`src/rtl/uart_rx_ctrl.sv`:
```
// -----------------------------------------------------------------------------
// uart_rx_ctrl
//   Receive-side frame controller for the UART. Uses the half-bit ticks and
//   enable from the RX tick generator to sample the start, data and stop bits,
//   then pulses a stop request that shuts the tick generator down. Received
//   bytes go into a one-entry holding register with a valid/ready handshake.
//   The controller also reports framing errors and overruns.
//
// Parameters
//   DATA_BITS      data bits per frame, LSB first on the line (5..8)
//
// Ports
//   iCLK           system clock
//   iRESETn        asynchronous active-low reset
//   iUART_RX       serial line, idle high
//   iUART_RX_TICK  half-bit tick; first pulse lands mid start bit
//   iUART_RX_EN    tick generator enable; rises one cycle after the start edge
//   oUART_RX_STOP  one-cycle request that clears the tick generator enable
//   oRX_DATA       received byte, stable while oRX_VALID is high
//   oRX_VALID      holding register full
//   iRX_READY      consumer accepts when oRX_VALID & iRX_READY
//   oRX_FERR       framing error (stop bit sampled low) for oRX_DATA
//   oRX_OVERRUN    one-cycle pulse: a completed frame was dropped
//   oRX_BUSY       frame in progress
// -----------------------------------------------------------------------------
module uart_rx_ctrl #(
    parameter int DATA_BITS = 8
) (
    input  logic                 iCLK,
    input  logic                 iRESETn,
    input  logic                 iUART_RX,
    input  logic                 iUART_RX_TICK,
    input  logic                 iUART_RX_EN,
    output logic                 oUART_RX_STOP,
    output logic [DATA_BITS-1:0] oRX_DATA,
    output logic                 oRX_VALID,
    input  logic                 iRX_READY,
    output logic                 oRX_FERR,
    output logic                 oRX_OVERRUN,
    output logic                 oRX_BUSY
);

    typedef enum logic [2:0] {
        IDLE,
        START,
        DATA,
        STOP,
        DONE
    } state_e;

    // Tick index of the mid-stop-bit sample, and the index of the last data bit.
    localparam logic [4:0] K_STOP   = 5'(2 * DATA_BITS + 3);
    localparam logic [2:0] BIT_LAST = 3'(DATA_BITS - 1);

    state_e               state_q, state_d;
    logic [4:0]           k_q, k_d;
    logic [2:0]           bit_q, bit_d;
    logic [DATA_BITS-1:0] shift_q, shift_d;
    logic [DATA_BITS-1:0] data_q, data_d;
    logic                 valid_q, valid_d;
    logic                 ferr_q, ferr_d;
    logic                 over_q, over_d;
    logic                 stop_q, busy_q;

    // The tick index that the current tick would produce. Sampling decisions
    // use this value so that "k=1" means the first tick of the frame.
    logic [4:0] k_inc;
    logic       in_frame;
    logic       start_sample;
    logic       shift_en;
    logic       stop_sample;

    assign k_inc        = k_q + 5'd1;
    assign in_frame     = (state_q == START) || (state_q == DATA) || (state_q == STOP);
    assign start_sample = (state_q == START) && iUART_RX_EN && iUART_RX_TICK
                          && (k_inc == 5'd1);
    assign shift_en     = (state_q == DATA) && iUART_RX_EN && iUART_RX_TICK && k_inc[0];
    assign stop_sample  = (state_q == STOP) && iUART_RX_EN && iUART_RX_TICK
                          && (k_inc == K_STOP);

    // ---------------------------------------------------------------- state reg
    // NOTE: sequential state uses non-blocking assignments so every flop
    // samples the pre-edge values regardless of process evaluation order.
    always_ff @(posedge iCLK or negedge iRESETn) begin
        if (!iRESETn) begin
            state_q <= IDLE;
        end else begin
            state_q <= state_d;
        end
    end

    // --------------------------------------------------------------- next state
    // An enable that drops while a frame is in flight was not requested by us,
    // so the frame is abandoned without a stop pulse.
    always_comb begin
        // NOTE: default assignment first so no path leaves state_d unassigned,
        // which would otherwise infer a latch.
        state_d = state_q;
        unique case (state_q)
            IDLE:  if (iUART_RX_EN) state_d = START;
            START: begin
                if (!iUART_RX_EN)     state_d = IDLE;
                else if (start_sample) state_d = iUART_RX ? DONE : DATA;
            end
            DATA: begin
                if (!iUART_RX_EN)                         state_d = IDLE;
                else if (shift_en && (bit_q == BIT_LAST)) state_d = STOP;
            end
            STOP: begin
                if (!iUART_RX_EN)     state_d = IDLE;
                else if (stop_sample) state_d = DONE;
            end
            DONE:    state_d = IDLE;
            default: state_d = IDLE;
        endcase
    end

    // ------------------------------------------------------ datapath / outputs
    always_comb begin
        k_d     = k_q;
        bit_d   = bit_q;
        shift_d = shift_q;
        data_d  = data_q;
        valid_d = valid_q;
        ferr_d  = ferr_q;
        over_d  = 1'b0;

        if (state_q == IDLE) begin
            k_d   = '0;
            bit_d = '0;
        end else if (in_frame && iUART_RX_TICK) begin
            k_d = k_inc;
        end

        // LSB arrives first, so each new bit enters at the MSB and moves down.
        if (shift_en) begin
            shift_d = {iUART_RX, shift_q[DATA_BITS-1:1]};
            bit_d   = bit_q + 3'd1;
        end

        // A load on the same edge as an accept wins, so VALID stays high.
        if (stop_sample) begin
            if (!valid_q || iRX_READY) begin
                data_d  = shift_q;
                ferr_d  = ~iUART_RX;
                valid_d = 1'b1;
            end else begin
                over_d  = 1'b1;
            end
        end else if (valid_q && iRX_READY) begin
            valid_d = 1'b0;
        end
    end

    always_ff @(posedge iCLK or negedge iRESETn) begin
        if (!iRESETn) begin
            k_q     <= '0;
            bit_q   <= '0;
            shift_q <= '0;
            data_q  <= '0;
            valid_q <= 1'b0;
            ferr_q  <= 1'b0;
            over_q  <= 1'b0;
            stop_q  <= 1'b0;
            busy_q  <= 1'b0;
        end else begin
            k_q     <= k_d;
            bit_q   <= bit_d;
            shift_q <= shift_d;
            data_q  <= data_d;
            valid_q <= valid_d;
            ferr_q  <= ferr_d;
            over_q  <= over_d;
            // Decoded from the next state so both flags come straight off flops.
            stop_q  <= (state_d == DONE);
            busy_q  <= (state_d != IDLE);
        end
    end

    assign oUART_RX_STOP = stop_q;
    assign oRX_DATA      = data_q;
    assign oRX_VALID     = valid_q;
    assign oRX_FERR      = ferr_q;
    assign oRX_OVERRUN   = over_q;
    assign oRX_BUSY      = busy_q;

endmodule
```
`config.mk`:
```
export PLATFORM = sky130hd
export DESIGN_NAME = uart_rx_ctrl
export DESIGN_NICKNAME = d
export VERILOG_FILES = /design/src/rtl/uart_rx_ctrl.sv
export SDC_FILE = /design/constraint.sdc
export NUM_CORES = 1
export LEC_CHECK = 0
export CORE_MARGIN = 8
export CORE_UTILIZATION = 40
export CTS_CLUSTER_DIAMETER = 50
export DETAILED_ROUTE_END_ITERATION = 8
export GPL_TIMING_DRIVEN = 0
export SYNTH_ARGS = -nofsm -noshare
export SYNTH_HDL_FRONTEND = slang
export SYNTH_SLANG_ARGS = --single-unit
```
`constraint.sdc`:
```
create_clock -name iCLK -period 3.4 [get_ports iCLK]
set_input_delay 0.68 -clock iCLK [delete_from_list [all_inputs] [get_ports iCLK]]
set_output_delay 0.68 -clock iCLK [all_outputs]
set_load 0.01 [all_outputs]
```
==> flow_summary_export.csv <==
group,metric,value,unit
run_status,outcome,"finished, final reports clean",
synthesis,syn_area,1490,sq um
placed_design,dp_cells,184,
cts,post_cts_resized,0,
power,pwr-share-comb,8.5,%
critical_path,criticalPathCategory,"reg2reg",
floorplan,start_util,41.0,%
cts,cts-root-buf,"clkbuf_8",
power,p_leak,0.858,nW
cts,numCtsBuffers,5,
cells_and_area,drive_gt1_share,22.9,%
grt,first_global_vias,1053,
timing,relSlewSlack,52.5,%
drt,totalWireLength,2840,microns
timing,finalCritPeriodShare,58.0,%
drt,avgRoutedWirePerCell,14.8,microns
timing,fin_ws,1.43,ns
floorplan,dieArea,5940,sq um
critical_path,startpoint_type,"flip-flop",
critical_path,arrival,2.15,ns
drt,vias,1019,
synthesis,synth_area_per_cell,12.5,sq um
cells_and_area,finalNetCount,154,
cells_and_area,layout_commonest_cell,"dfrtp_1",
floorplan,die_y,77.1,microns
synthesis,syn_inst,119,
synthesis,ys_types,36,
timing,fin_skew,0.00626,ns
drt,first_pass_iters,5,
timing,drv_slew,0,
cells_and_area,diodes,0,
cells_and_area,fin_cells,192,
floorplan,core,3630,sq um
timing,min_period,1.97,ns
placed_design,dp_slack,1.15,ns
power,powerDensity,459,nW/um^2
synthesis,ys_seq_area_share,53.7,%
timing,setup_tns,0,ns
synthesis,synth_top_cell_by_area,"dfrtp_1",
timing,grt_setup_unrepaired,"no",
critical_path,r2r_slack,1.43,ns
placed_design,dpl.hpwl,2030,microns
timing,setup_viol,0,
cts,path_clk_slew,0.07,ns
power,clockPowerShare,42.6,%
power,p_sw_share,23.7,%
cells_and_area,final_cell_mix,"32 x dfrtp_1, 16 x mux2_2, 16 x clkdlybuf4s50_1",
power,intPower,639,uW
job,cap_violations,0,
floorplan,io-pin-count,19,
cells_and_area,area_delta_synth_final,22.3,%
cts,clockBufferDepth,2,
placed_design,io_buffers,17,
cts,clock_latency,0.29,ns
cells_and_area,num-fill-cells,362,
cts,cts_tree,"done",
timing,fmax,0.507,GHz
floorplan,row_count,22,
power,p_switching,199,uW
critical_path,critPathMaxFanout,9,
cells_and_area,final_util,50.2,%
cts,cts_hold_buf,0,
timing,hold_violations,0,
cts,htree_levels,2,
drt,drtAntennaViolNets,0,
grt,grt_overflow_total,0,
cts,cts.sinks,32,
synthesis,synth.top_cell.area_share,53.7,%
synthesis,syn_nets,130,
timing,tightest_slew,0.713,ns
grt,grtUsageTotal,10.8,%
synthesis,yosys_warnings,0,
worst_hold_path,worst_hold_path_type,"in2async",
power,pwr-share-seq,49.0,%
placed_design,finalWeightedCongestion,0.846,
floorplan,die_x,77.1,microns
drt,dr.first_iter.drc_count,54,
synthesis,yosys-top-cells-area,"dfrtp_1 54%, mux2_2 12%, ha_1 4.2%",
cells_and_area,final_area,1820,sq um
grt,grt_pass1_wl,5200,microns
drt,drcViolationCount,0,
grt,antenna_found_initial,0,
grt,grt_max_degree,33,
critical_path,critPathRequiredTime,3.58,ns
synthesis,synth-seq-cells,32,
critical_path,cp-end-kind,"flip-flop",
placed_design,placed_cell_area,1720,sq um
power,peakVddDrop,0.230,mV
drt,viasPerCell,5.31,
cts,postCtsSetupBuffers,0,
## path summary, 6_finish.rpt
path / startpoint / endpoint / cells past startpoint
max: k_q[0] / oRX_DATA[4] / 4
max reg2reg: k_q[0] / oRX_DATA[4] / 4
min: iRESETn / oRX_DATA[5] / 1
min reg2reg: shift_q[0] / oRX_DATA[0] / 1
max in group asynchronous: iRESETn / state_q[2] / 1
min in group iCLK: shift_q[0] / oRX_DATA[0] / 1
## per-stage QoR
step / hold slack [ns] / total power [mW]
floorplan: 0.384 / 0.457
global placement: 0.485 / 0.486
detailed placement: 0.496 / 0.488
CTS: 0.466 / 0.847
global route: 0.509 / 0.877
finish: 0.439 / 0.838
## synth_stat cells (all sizes together)
master	number
inv	5
nand3	5
o311ai	3
o21ai	4
xnor2	1
o211ai	2
a2111oi	2
a22o	1
and3	1
nand2b	1
nor2b	1
o2bb2ai	1
a21oi	3
ha	5
o2111ai	1
dfrtp	32
mux2	16
a32o	2
and3b	1
xor2	1
buf	3
clkbuf	1
o2111a	1
a21o	1
nand4	3
nand2	9
or3	1
nor3	2
o21bai	1
nor4	1
mux2i	2
nor2	5
nor3b	1
## routing by layer
metal  vias to the layer above  track usage [%]  wire, microns
met4                         0             5.85             80
met1                       497             13.5           1300
met3                         9             2.91            137
li1                        489                -              -
met5                         -                0              0
met2                        24             16.5           1320
## power groups by stage
stage | registers, mW | logic, mW | clock network (mW)
global placement | 0.417 | 0.0698 | 0
floorplan | 0.413 | 0.0442 | 0
global route | 0.412 | 0.0818 | 0.382
CTS | 0.410 | 0.0714 | 0.366
detailed placement | 0.417 | 0.0709 | 0
finish | 0.410 | 0.0710 | 0.357
## cells by family after synthesis
| logic type | count (synthesis) | synth area share (%) |
|---|---|---|
| XOR/XNOR | 2 | 2.43 |
| multiplexers | 18 | 13.4 |
| adder cells (fa/ha/maj) | 5 | 4.19 |
| AO/OA/AOI/OAI | 22 | 12.3 |
| flip-flops | 32 | 53.7 |
| AND/OR/NAND/NOR | 31 | 11.4 |
| buffers and inverters | 9 | 2.52 |
## registers in the layout, indices dropped and copies added, names as in the netlist
register and count:
bit_q 3, k_q 5, oRX_BUSY 1, oRX_DATA 8, oRX_FERR 1, oRX_OVERRUN 1, oRX_VALID 1, oUART_RX_STOP 1
shift_q 8, state_q 3
## layout make-up
cell class / count / area (sq um) / share of cell area [%]
Inverter: 5 / 18.8 / 1.03
Buffer: 4 / 18.8 / 1.03
Tap cell: 48 / 60.1 / 3.29
Clock buffer: 6 / 72.6 / 3.98
Clock inverter: 2 / 35.0 / 1.92
Timing Repair Buffer: 17 / 165 / 9.05
Sequential cell: 32 / 801 / 43.9
Multi-Input combinational cell: 78 / 653 / 35.8
## critical path, stage by stage, from the launching register on
cell,delay (ns)
dfrtp_1,0.46
ha_1,0.30
nor4_2,0.55
o211ai_4,0.23
mux2_2,0.32
(Power assumes the default switching activity.)
